==> config.mk <==
export PLATFORM = sky130hd
export DESIGN_NAME = irda_sir_frame_encoder
export DESIGN_NICKNAME = d
export VERILOG_FILES = /design/src/rtl/irda_sir_frame_encoder.sv
export SDC_FILE = /design/constraint.sdc
export NUM_CORES = 1
export LEC_CHECK = 0
export ABC_CLOCK_PERIOD_IN_PS = 3500
export BUFFER_PORTS_ARGS = -buffer_cell sky130_fd_sc_hd__buf_2
export CORE_MARGIN = 5
export CORE_UTILIZATION = 45
export DETAILED_ROUTE_END_ITERATION = 8
export PLACE_DENSITY = 0.62
export SLEW_MARGIN = 0
export SYNTH_ARGS = -nofsm -noshare
export SYNTH_HDL_FRONTEND = slang
export SYNTH_SLANG_ARGS = --single-unit
==> constraint.sdc <==
create_clock -name clk -period 3.5 [get_ports clk]
set_input_delay 0.35 -clock clk [delete_from_list [all_inputs] [get_ports clk]]
set_output_delay 0.35 -clock clk [all_outputs]
set_load 0.005 [all_outputs]
==> src/rtl/irda_sir_frame_encoder.sv <==
// irda_sir_frame_encoder: UART-style frame to IrDA SIR return-to-zero pulses (3/16 bit or short pulse).
// Define IRDA_SIR_ENC_PARITY_EN to add a parity bit (input parity_odd) between data and stop.
module irda_sir_frame_encoder #(
    parameter int OVS        = 16,
    parameter int DATA_BITS  = 8,
    parameter int SHORT_CLKS = 4
) (
    input  logic                 clk,
    input  logic                 wb_rst_n,
    input  logic                 fast_mode,
    input  logic                 baud_en,
    input  logic [DATA_BITS-1:0] tx_data,
    input  logic                 tx_valid,
    output logic                 tx_ready,
    input  logic                 pulse_mode,
`ifdef IRDA_SIR_ENC_PARITY_EN
    input  logic                 parity_odd,
`endif
    output logic                 sir_enc_o,
    output logic                 busy
);
    localparam int TW = $clog2(OVS);
    localparam int BW = $clog2(DATA_BITS);
    localparam int W  = (3 * OVS) / 16 < 1 ? 1 : (3 * OVS) / 16;
    localparam logic [TW-1:0] T_HALF = TW'(OVS / 2);
    localparam logic [TW-1:0] T_END  = TW'(OVS / 2 + W - 1);
    localparam logic [TW-1:0] T_LAST = TW'(OVS - 1);
    localparam logic [BW-1:0] B_LAST = BW'(DATA_BITS - 1);
    localparam logic [7:0]    P_LOAD = 8'(SHORT_CLKS - 1);

`ifdef IRDA_SIR_ENC_PARITY_EN
    typedef enum logic [2:0] {IDLE, START, DATA, PARITY, STOP} state_t;
    logic par;
`else
    typedef enum logic [2:0] {IDLE, START, DATA, STOP} state_t;
`endif

    state_t               state;
    logic [TW-1:0]        tick;
    logic [BW-1:0]        bcnt;
    logic [DATA_BITS-1:0] shreg;
    logic                 mode;
    logic [7:0]           pc;
    logic                 last, accept, tick_en, zero_bit, sir_nxt;
    logic [7:0]           pc_nxt;

    assign last     = baud_en && tick == T_LAST;
    assign tx_ready = wb_rst_n && !fast_mode && (state == IDLE || (state == STOP && last));
    assign accept   = tx_valid && tx_ready;
    assign tick_en  = baud_en && state != IDLE;

    always_comb begin
        zero_bit = state == START || (state == DATA && !shreg[0]);
`ifdef IRDA_SIR_ENC_PARITY_EN
        zero_bit = zero_bit || (state == PARITY && !par);
`endif
    end

    // Short pulses count clk cycles on their own; any pulse is cut at the bit boundary.
    always_comb begin
        sir_nxt = sir_enc_o;
        pc_nxt  = pc;
        if (mode) begin
            if (sir_enc_o) begin
                sir_nxt = pc != 8'd0;
                pc_nxt  = pc != 8'd0 ? pc - 8'd1 : pc;
            end
            if (tick_en && zero_bit && tick == T_HALF) begin
                sir_nxt = 1'b1;
                pc_nxt  = P_LOAD;
            end
        end else if (tick_en) begin
            sir_nxt = zero_bit && tick >= T_HALF && tick <= T_END;
        end
        if (tick_en && tick == T_LAST)
            sir_nxt = 1'b0;
    end

    always_ff @(posedge clk or negedge wb_rst_n) begin
        if (!wb_rst_n) begin
            state     <= IDLE;
            tick      <= '0;
            bcnt      <= '0;
            shreg     <= '0;
            mode      <= 1'b0;
            pc        <= 8'd0;
            sir_enc_o <= 1'b0;
            busy      <= 1'b0;
`ifdef IRDA_SIR_ENC_PARITY_EN
            par       <= 1'b0;
`endif
        end else if (fast_mode) begin
            state     <= IDLE;
            tick      <= '0;
            bcnt      <= '0;
            shreg     <= '0;
            mode      <= 1'b0;
            pc        <= 8'd0;
            sir_enc_o <= 1'b0;
            busy      <= 1'b0;
`ifdef IRDA_SIR_ENC_PARITY_EN
            par       <= 1'b0;
`endif
        end else if (accept) begin
            state     <= START;
            tick      <= '0;
            bcnt      <= '0;
            shreg     <= tx_data;
            mode      <= pulse_mode;
            pc        <= 8'd0;
            sir_enc_o <= 1'b0;
            busy      <= 1'b1;
`ifdef IRDA_SIR_ENC_PARITY_EN
            par       <= ^tx_data ^ parity_odd;
`endif
        end else begin
            sir_enc_o <= sir_nxt;
            pc        <= pc_nxt;
            if (tick_en) begin
                tick <= last ? '0 : tick + 1'b1;
                if (last) begin
                    unique case (state)
                        START: state <= DATA;
                        DATA: begin
                            shreg <= shreg >> 1;
                            bcnt  <= bcnt == B_LAST ? '0 : bcnt + 1'b1;
`ifdef IRDA_SIR_ENC_PARITY_EN
                            if (bcnt == B_LAST) state <= PARITY;
                        end
                        PARITY: state <= STOP;
`else
                            if (bcnt == B_LAST) state <= STOP;
                        end
`endif
                        STOP: begin
                            state <= IDLE;
                            busy  <= 1'b0;
                        end
                        default: state <= IDLE;
                    endcase
                end
            end
        end
    end
endmodule

==> results.md <==
- I/O Buffers: 16
- Initial core utilization: 0.473
- Nets: 232
- Max cap viols: 0
- Outcome: finished clean
- WP data required: 3.67 ns
- Post-DRT Antenna Nets: 0
- CP top delay family: compound AO/OA/AOI/OAI gates
- Dpl ws: 0.990 ns
- Synth Register Bits: 28
- Worst Tran Pin Value: 1.00 ns
- Maximum clock rate: 384 MHz
- DRT Pass-1 Iters: 4
- Post-Syn Instances: between 150 and 200
- Resize count post-CTS: 0
- Skew-Pair Late Insertion Delay: between 0.2 and 0.3 ns
- Placer Congestion: 0.855
- Clk buf depth: 2
- Final Setup Violations: 0
- Post-CTS Setup Inserts: 0
- CP max FO: 12
- CP Capture Type: register
- Die Y: 72.5 µm
- Post-synth EDFFs: 0
- Total GRT Usage: 0.171
- Vias in the first global route: around 1.5k
- Period Utilization, post-route: 0.743
- Post-synth cell types: 49
- Wire length per cell: roughly 17 µm
- Layout cells sized above 1: 0.141
- Ports: 17
- Synth Cell Area: 1760 µm²
- CTS tree: done
- Yosys warning total: 0
- Pwr dens: roughly 360 nW/µm²
- Die area: ~5300 µm²
- Setup ws final: between 0.8 and 0.9 ns
- Setup TNS: 0 ns
- Slew margin rel.: 0.327
- GRT overflow: 0
- Worst hold path type: in2async
- Critical path arrival: approximately 2.8 ns
- CTS H-Tree Depth: 1
- Initial antenna violation count: 0
- Setup crit start kind: register
- Largest net degree at the start of global routing: 32
- Min Tclk post-route: approximately 2.6 ns
- Critical path depth: 6
- RSZ-0062 raised after global routing: no
- Vias/cell: ~6.4
- CTS hold repair buffers: 0
- Final WL: between 4 and 5 mm
- Final Max Slew Viols: 0
- # rows: 22
- Total CTS buffers: 3
- Clock Skew: 0.0122 ns
- Reg2Reg Depth: 6
- Dpl hpwl: 3.16 mm
- Syn avg cell area: between 9 and 10 µm²
- FFs w/ async S/R, synth: 1.00
- Inserted Diodes: 0
- Buf/Inv on CP: 1
- Core Box Area: ~3700 µm²
- Endpoints failing hold: 0
- Proportion of synthesized chip area in sequential cells: 0.399
- DRC violations left: 0
- P_leak: about 0.00083 µW
- First-pass GRT wire length: ~7.2 mm
- Clk root buf: clkbuf_8
- Via count: between 1.5k and 2k
- Crit path kind: reg2reg
- Ys flop type: dfrtp_1
- CTS Sinks: 28
- Worst VDD drop: around 250 µV
- Worst path slowest cell: o2111ai_1
- Initial detailed-routing violation count: 180
- Clock transition at the registers of the reported paths: ~0.11 ns
- Die Width: approximately 72 µm
- CP peak stage delay: between 0.5 and 0.6 ns
- Area grow syn2layout: 11.4%
- Post-Syn Nets: approximately 220
- Cell Chain, Critical Path: inv_1 -> ha_1 -> nor2b_1 -> o2111ai_1 -> a21o_1 -> a221oi_1
[synthesized netlist by cell type (2+ instances only)]
master,number,area (µm²)
a211o_1,2,17.5
a21boi_0,2,15.0
a21o_1,2,15.0
a21oi_1,16,80.1
a311o_1,4,40.0
a31oi_1,3,18.8
and3_1,7,43.8
and4_1,5,43.8
clkbuf_1,7,26.3
dfrtp_1,28,701
ha_1,11,138
inv_1,9,33.8
nand2_1,21,78.8
nand2b_1,2,12.5
nand3_1,9,45.0
nand4_1,6,37.5
nor2_1,3,11.3
nor2b_1,4,25.0
nor3_1,5,25.0
nor4_1,2,12.5
o2111ai_1,2,17.5
o211ai_1,3,22.5
o21ai_0,4,20.0
o22ai_1,3,18.8
o32ai_1,2,17.5
or2_2,2,12.5
or3_1,3,18.8
or4_1,2,15.0
or4b_1,2,20.0
[worst register-to-register path, stage by stage, from the launching register on]
cell	delay, ns
dfrtp_1	0.41
inv_1	0.09
ha_1	0.28
nor2b_1	0.48
o2111ai_1	0.56
a21o_1	0.35
a221oi_1	0.32
[flip-flops by register name (all words and copies together) (netlist names)]
signal     flops
sir_enc_o      1
pc             8
bcnt           3
mode           1
state          2
shreg          8
busy           1
tick           4
[cell families (layout without fill, tap and decap cells)]
logic type / after synthesis / count (layout) / share of synthesized area
simple gates: 79 / 79 / 0.257
compound gates: 55 / 55 / 0.221
flops: 28 / 28 / 0.399
buf+inv: 16 / 31 / 0.0342
fa+ha+maj: 11 / 11 / 0.0783
xor+xnor: 1 / 1 / 0.00499
mux: 1 / 1 / 0.00570
[layout make-up]
type                            count  area (µm²)
Inverter                            9        33.8
Clock inverter                      1        30.0
Timing Repair Buffer               18        95.1
Clock buffer                        3        41.3
Multi-Input combinational cell    147         996
Fill cell                         372        1760
Tap cell                           48        60.1
Sequential cell                    28         701
[through the flow]
stage	total power [µW]	cell area (µm²)	cells	utilization	hold slack [ns]
global placement	448	1890	250	0.507	0.455
finish	711	1960	254	0.527	0.133
floorplan	411	1760	191	-	0.0544
CTS	711	1960	254	0.527	0.161
global route	742	1960	254	0.527	0.172
detailed placement	452	1890	250	0.507	0.476
[final timing paths]
path                            slack [ns]        end       start
worst max-delay path                  0.90      pc[1]    state[0]
worst min-delay path                  0.13    bcnt[1]    wb_rst_n
worst max register to register        0.90      pc[1]    state[0]
worst min register to register        0.53      pc[5]       pc[5]
max in group asynchronous             3.07  sir_enc_o    wb_rst_n
min in group clk                      0.28       mode  pulse_mode
[power breakdown]
part           total, µW  internal, µW  switching (µW)
Clock                264           153             111
Combinational        101          34.7            65.8
Sequential           346           335            11.4
[placed cells by master, fill, tap and decap left out, types with 4 or more instances in the layout]
cell type,netlist,routed
nand2_1,21,21
a311o_1,4,4
and4_1,5,5
buf_2,0,16
nand3_1,9,9
dfrtp_1,28,28
nand4_1,6,6
and3_1,7,7
a21oi_1,16,16
inv_1,9,9
o21ai_0,4,4
ha_1,11,11
nor2b_1,4,4
nor3_1,5,5
[layer usage]
layer  track usage  part of all wire
met5             0                 0
met4        0.0430            0.0084
met3        0.0222             0.045
met2         0.271              0.48
met1         0.245              0.46
No activity file was read; power rests on OpenSTA's default activity.
